**src/rtl/rv_enc_pkg.sv**
```systemverilog
// Shared constants for the RV32I field encoder: format codes, decoder opcodes, NOP and FSM states.
// The optional range checking in rv_instr_pack is enabled by defining RV_ENC_RANGE_CHECK_EN.
package rv_enc_pkg;

  localparam logic [2:0] FMT_R = 3'd0;
  localparam logic [2:0] FMT_I = 3'd1;
  localparam logic [2:0] FMT_S = 3'd2;
  localparam logic [2:0] FMT_B = 3'd3;
  localparam logic [2:0] FMT_U = 3'd4;
  localparam logic [2:0] FMT_J = 3'd5;

  localparam logic [6:0] OP_LOAD   = 7'b0000011;
  localparam logic [6:0] OP_IMM    = 7'b0010011;
  localparam logic [6:0] OP_AUIPC  = 7'b0010111;
  localparam logic [6:0] OP_STORE  = 7'b0100011;
  localparam logic [6:0] OP_REG    = 7'b0110011;
  localparam logic [6:0] OP_LUI    = 7'b0110111;
  localparam logic [6:0] OP_BRANCH = 7'b1100011;
  localparam logic [6:0] OP_JALR   = 7'b1100111;
  localparam logic [6:0] OP_JAL    = 7'b1101111;

  localparam logic [31:0] NOP = 32'h0000_0013;

  typedef enum logic [1:0] {
    ST_IDLE,
    ST_LOAD,
    ST_DONE
  } state_e;

  // slli/srli/srai carry funct7 in the upper immediate bits and a 5-bit shamt
  function automatic logic is_imm_shift(input logic [4:0] opcode, input logic [2:0] funct3);
    return (opcode == OP_IMM[6:2]) && (funct3[1:0] == 2'b01);
  endfunction

endpackage

```
**src/rtl/rv_instr_pack.sv**
```systemverilog
// Combinational RV32I packer: decoded fields to a 32-bit word plus an encoding-error flag.
// Defining RV_ENC_RANGE_CHECK_EN adds immediate range checks; otherwise fields truncate silently.
module rv_instr_pack
  import rv_enc_pkg::*;
(
  input  logic [2:0]  fmt,
  input  logic [4:0]  opcode,
  input  logic [4:0]  rd,
  input  logic [4:0]  rs1,
  input  logic [4:0]  rs2,
  input  logic [2:0]  funct3,
  input  logic [6:0]  funct7,
  input  logic [31:0] imm,
  output logic [31:0] word,
  output logic        enc_err
);

  logic [6:0] op;
  logic       shift;
  logic       fmt_bad;
  logic       range_err;

  assign op    = {opcode, 2'b11};
  assign shift = is_imm_shift(opcode, funct3);

  always_comb begin
    word    = NOP;
    fmt_bad = 1'b0;
    case (fmt)
      FMT_R: word = {funct7, rs2, rs1, funct3, rd, op};
      FMT_I: begin
        if (shift) word = {funct7, imm[4:0], rs1, funct3, rd, op};
        else       word = {imm[11:0], rs1, funct3, rd, op};
      end
      FMT_S: word = {imm[11:5], rs2, rs1, funct3, imm[4:0], op};
      FMT_B: word = {imm[12], imm[10:5], rs2, rs1, funct3, imm[4:1], imm[11], op};
      FMT_U: word = {imm[31:12], rd, op};
      FMT_J: word = {imm[20], imm[10:1], imm[11], imm[19:12], rd, op};
      default: fmt_bad = 1'b1;
    endcase
  end

`ifdef RV_ENC_RANGE_CHECK_EN
  logic signed [31:0] imm_s;
  assign imm_s = imm;

  always_comb begin
    range_err = 1'b0;
    case (fmt)
      FMT_I: begin
        if (shift) range_err = (imm[31:5] != 27'd0);
        else       range_err = (imm_s < -32'sd2048) || (imm_s > 32'sd2047);
      end
      FMT_S: range_err = (imm_s < -32'sd2048) || (imm_s > 32'sd2047);
      FMT_B: range_err = (imm_s < -32'sd4096) || (imm_s > 32'sd4094) || imm[0];
      FMT_U: range_err = (imm[11:0] != 12'd0);
      FMT_J: range_err = (imm_s < -32'sd1048576) || (imm_s > 32'sd1048574) || imm[0];
      default: range_err = 1'b0;
    endcase
  end
`else
  assign range_err = 1'b0;
`endif

  assign enc_err = fmt_bad | range_err;

endmodule

```
**src/rtl/rv_instr_encoder.sv**
```systemverilog
// Streams decoded RV32I field bundles into consecutive instruction-memory words (one-cycle latency).
// Immediate range checking is compiled in when RV_ENC_RANGE_CHECK_EN is defined.
module rv_instr_encoder
  import rv_enc_pkg::*;
#(
  parameter int ADDR_W    = 8,
  parameter int BASE_ADDR = 0
) (
  input  logic              clk,
  input  logic              rst_n,
  input  logic              start,
  input  logic              in_valid,
  output logic              in_ready,
  input  logic [2:0]        in_fmt,
  input  logic [4:0]        in_opcode,
  input  logic [4:0]        in_rd,
  input  logic [4:0]        in_rs1,
  input  logic [4:0]        in_rs2,
  input  logic [2:0]        in_funct3,
  input  logic [6:0]        in_funct7,
  input  logic [31:0]       in_imm,
  input  logic              in_last,
  output logic              mem_we,
  output logic [ADDR_W-1:0] mem_addr,
  output logic [31:0]       mem_wdata,
  output logic              busy,
  output logic              done,
  output logic [ADDR_W:0]   count,
  output logic [1:0]        err
);

  localparam logic [ADDR_W-1:0] BASE_C  = BASE_ADDR[ADDR_W-1:0];
  localparam logic [ADDR_W:0]   DEPTH_C = {1'b1, {ADDR_W{1'b0}}};
  localparam logic [ADDR_W:0]   ONE_C   = {{ADDR_W{1'b0}}, 1'b1};

  state_e            state_reg, state_next;
  logic [ADDR_W:0]   count_reg;
  logic              mem_we_reg;
  logic [ADDR_W-1:0] mem_addr_reg;
  logic [31:0]       mem_wdata_reg;
  logic              done_reg;
  logic [1:0]        err_reg;

  logic [31:0]       word;
  logic              enc_err;
  logic              accept;
  logic [ADDR_W:0]   count_inc;
  logic              full;

  rv_instr_pack u_pack (
    .fmt     (in_fmt),
    .opcode  (in_opcode),
    .rd      (in_rd),
    .rs1     (in_rs1),
    .rs2     (in_rs2),
    .funct3  (in_funct3),
    .funct7  (in_funct7),
    .imm     (in_imm),
    .word    (word),
    .enc_err (enc_err)
  );

  // count saturates at DEPTH, so its MSB alone means "memory full"; start blocks the handshake
  assign in_ready  = (state_reg == ST_LOAD) && !count_reg[ADDR_W] && !start;
  assign accept    = in_valid && in_ready;
  assign count_inc = count_reg + ONE_C;
  assign full      = (count_inc == DEPTH_C);

  always_comb begin
    state_next = state_reg;
    if (start) begin
      state_next = ST_LOAD;
    end else if (accept && (in_last || full)) begin
      state_next = ST_DONE;
    end
  end

  always_ff @(posedge clk or negedge rst_n) begin
    if (!rst_n) state_reg <= ST_IDLE;
    else        state_reg <= state_next;
  end

  always_ff @(posedge clk or negedge rst_n) begin
    if (!rst_n) begin
      count_reg     <= '0;
      mem_we_reg    <= 1'b0;
      mem_addr_reg  <= BASE_C;
      mem_wdata_reg <= '0;
      done_reg      <= 1'b0;
      err_reg       <= '0;
    end else if (start) begin
      // a write already sitting in the output register still completes this cycle
      count_reg  <= '0;
      mem_we_reg <= 1'b0;
      done_reg   <= 1'b0;
      err_reg    <= '0;
    end else begin
      mem_we_reg <= accept;
      if (accept) begin
        mem_addr_reg  <= BASE_C + count_reg[ADDR_W-1:0];
        mem_wdata_reg <= word;
        count_reg     <= count_inc;
        if (enc_err)          err_reg[0] <= 1'b1;
        if (full && !in_last) err_reg[1] <= 1'b1;
        if (in_last || full)  done_reg   <= 1'b1;
      end
    end
  end

  assign mem_we    = mem_we_reg;
  assign mem_addr  = mem_addr_reg;
  assign mem_wdata = mem_wdata_reg;
  assign busy      = (state_reg == ST_LOAD);
  assign done      = done_reg;
  assign count     = count_reg;
  assign err       = err_reg;

endmodule
```
**config.mk**
```make
export PLATFORM = sky130hd
export DESIGN_NAME = rv_instr_encoder
export DESIGN_NICKNAME = d
export VERILOG_FILES = /design/src/rtl/rv_enc_pkg.sv /design/src/rtl/rv_instr_pack.sv /design/src/rtl/rv_instr_encoder.sv
export SDC_FILE = /design/constraint.sdc
export NUM_CORES = 1
export LEC_CHECK = 0
export BUFFER_PORTS_ARGS = -buffer_cell sky130_fd_sc_hd__buf_2
export CAP_MARGIN = 20
export CELL_PAD_IN_SITES_DETAIL_PLACEMENT = 0
export CELL_PAD_IN_SITES_GLOBAL_PLACEMENT = 2
export CORE_UTILIZATION = 26
export CTS_BUF_LIST = sky130_fd_sc_hd__clkbuf_8 sky130_fd_sc_hd__clkbuf_16
export CTS_CLUSTER_SIZE = 16
export DETAILED_ROUTE_END_ITERATION = 8
export GPL_ROUTABILITY_DRIVEN = 0
export PLACE_DENSITY_LB_ADDON = 0.08
export SKIP_CTS_REPAIR_TIMING = 1
export SYNTH_ARGS = -nofsm -noshare
export SYNTH_HDL_FRONTEND = slang
export SYNTH_SLANG_ARGS = --single-unit
```
**constraint.sdc**
```tcl
create_clock -name clk -period 2.2 [get_ports clk]
set_input_delay 0.22 -clock clk [delete_from_list [all_inputs] [get_ports clk]]
set_output_delay 0.22 -clock clk [all_outputs]
set_load 0.01 [all_outputs]
```
==> metrics.txt <==
PwrDens 699.8 nW/um^2; Seq/Total Area, Yosys 0.5155; layout cells sized above 1 0.3827; ys flop type dfrtp_1; drt pass-1 iters 4; Cell Chain, Critical Path nor4b_4, nand2_4, buf_4, nor4_4, a221o_1; Core Rows 36; ANT cells 0; status finished, final reports clean; max FFs per register 31; Clock Sinks 54; wire per inst 15.57 um; Worst Path Buf+Inv 1; Fin. Hold Viols 0; largest net degree at the start of global routing 25; Syn Inst Count 263; Synth Warn # 0; Starting Density 0.2682; slew margin rel. 0.5477; Min-Delay Path Class in -> reg; number of global-route vias before repair 2473; CTS tree done; FF+latch count, synth 54; Post-DP Area 3415 sq um; Synth Area in Compound Gates 0.2072; cts bufs inserted 5; Synth Area in Adders 0.009547; VDD IR-drop max 0.0002601 V; asr flop ratio synth 1.000; syn avg cell area 9.967 sq um; RSZ-0062 raised after global routing false; clock latency on the worst-skew pair 310 ps; synthesized area 2621 sq um; die footprint 10490 sq um; Post-synth top cells 54 x dfrtp_1, 39 x nand2_1, 39 x nor2_1; xor/xnor share of the synthesized area 0.02673; Synth area leaders dfrtp_1 52%, nand2_1 5.6%, nor2_1 5.6%; nets 463; Worst Path Required 2440 ps; Yosys top cell by area dfrtp_1; Arr. time, crit path 2110 ps; critical path's top delay family simple AND/OR/NAND/NOR gates; Setup-failing EPs final 0; proportion of synthesized area in mux cells 0.01718; Synth Net Count 335; io pins 125; setup TNS 0 ps; Port Buffer Count 124; Pleak 1.722 nW; Die Wd 102.4 um; pins over their slew limit 0; simple-gate share of the synthesized area 0.1905; grt ovf 0; fin area 3535 sq um; Max Cap Violations 0; Die Ht 102.4 um; startpoint types register; Worst Path Max Fanout 24; Routed Antenna Nets 0; Tcrit/Tclk final 0.8521; via count 2474; final period demand of the worst path 1875 ps; Iter 0 DRT Violations 83; initial antenna violation count 0; remaining routing DRC violations 0; Yosys cell types 47; CTS Buffer Depth 2; Layout area overhead 34.84%; clk slew on worst S/H paths 100 ps; Least-Margin Pin Slew 677.0 ps; CTS Root Cell clkbuf_8; final WL 8173 um; critical path endpoint category register; Core ar. 9774 sq um; critical path class reg -> reg; GRT Util Overall 0.1618; delay of the slowest critical-path stage 480 ps; Post-synth EDFFs 0; Final HPWL DP 6125 um; Max stage delay cell, worst path dfrtp_1; Yosys top cell area share 0.5155; Avg Vias per Cell 4.712; Fmax achieved 533.4 MHz; largest family of logic cells by synthesized area compound AO/OA/AOI/OAI gates; H-tree Lvls 2; global-route wire length before repair 12970 um; most frequent cell after synthesis dfrtp_1; Worst Clk Skew 12.59 ps
==> worst reg2reg max path: stages, from the launching register on <==
cell and delay (ps):
dfrtp_1 480, nor4b_4 360, nand2_4 90, buf_4 230
nor4_4 420, a221o_1 230
==> final timing paths <==
kind / start / to / slack [ps] / cells past startpoint
worst max-delay path: count[8] / mem_wdata[26] / 330 / 5
worst min-delay path: in_opcode[0] / mem_wdata[2] / 140 / 2
worst max register to register: count[8] / mem_wdata[26] / 330 / 5
worst min register to register: mem_addr[7] / mem_addr[7] / 480 / 2
max in group asynchronous: rst_n / mem_wdata[1] / 1170 / 3
min in group asynchronous: rst_n / count[8] / 400 / 2
==> through the flow <==
stage,hold WS (ps),utilization,instances,setup slack [ps],power (mW)
finish,141.5,0.3616,525,325.4,2.474
global placement,203.7,0.3493,516,391.4,1.840
CTS,-145.5,0.3606,524,288.1,2.529
floorplan,-75.59,-,263,365.9,1.528
detailed placement,199.9,0.3493,516,327.6,1.841
global route,137.5,0.3616,525,175.9,2.636
==> placed cells by master (no fill, tap or decap), drive strengths merged, types with 2 or more instances in the layout <==
master and instances:
a221oi 14, nand3 4, nor3 2, clkbuf 5, o211ai 3, nor2b 5
xnor2 4, inv 5, nor4 2, o22ai 2, ha 2, nand2 40
nand4bb 2, dfrtp 54, xor2 4, nand4 2, a221o 6, o22a 2
a22o 10, nor2 39, a21oi 18, mux2 4, a22oi 5, buf 134
o21ai 5
==> logic make-up after synthesis <==
| logic type | Yosys count |
|---|---|
| and+or+nand+nor | 103 |
| DFF | 54 |
| buffers and inverters | 19 |
| xor gates and xnor gates | 8 |
| adders and majority gates | 2 |
| muxes | 4 |
| AOI/OAI and AO/OA | 73 |
==> area by class of cell <==
type / count / area (sq um)
Fill cell: 1074 / 6240
Sequential cell: 54 / 1351
Multi-Input combinational cell: 190 / 1182
Timing Repair Buffer: 135 / 705.7
Clock inverter: 3 / 41.29
Tap cell: 133 / 166.4
Clock buffer: 5 / 68.82
Inverter: 5 / 18.77
==> layer usage <==
layer,part of all wire,vias up,global-route usage
met5,0,-,0
met4,0.0049,0,0.03626
met3,0.075,2,0.04788
met2,0.45,82,0.2509
met1,0.47,1174,0.2222
li1,-,1216,-
==> power by group <==
part | switching (mW) | internal, mW | leakage [nW]
Clock | 0.325 | 0.336 | 0.0556
Sequential | 0.0826 | 1.12 | 0.676
Combinational | 0.332 | 0.275 | 0.990
No activity file was read; power rests on OpenSTA's default activity.
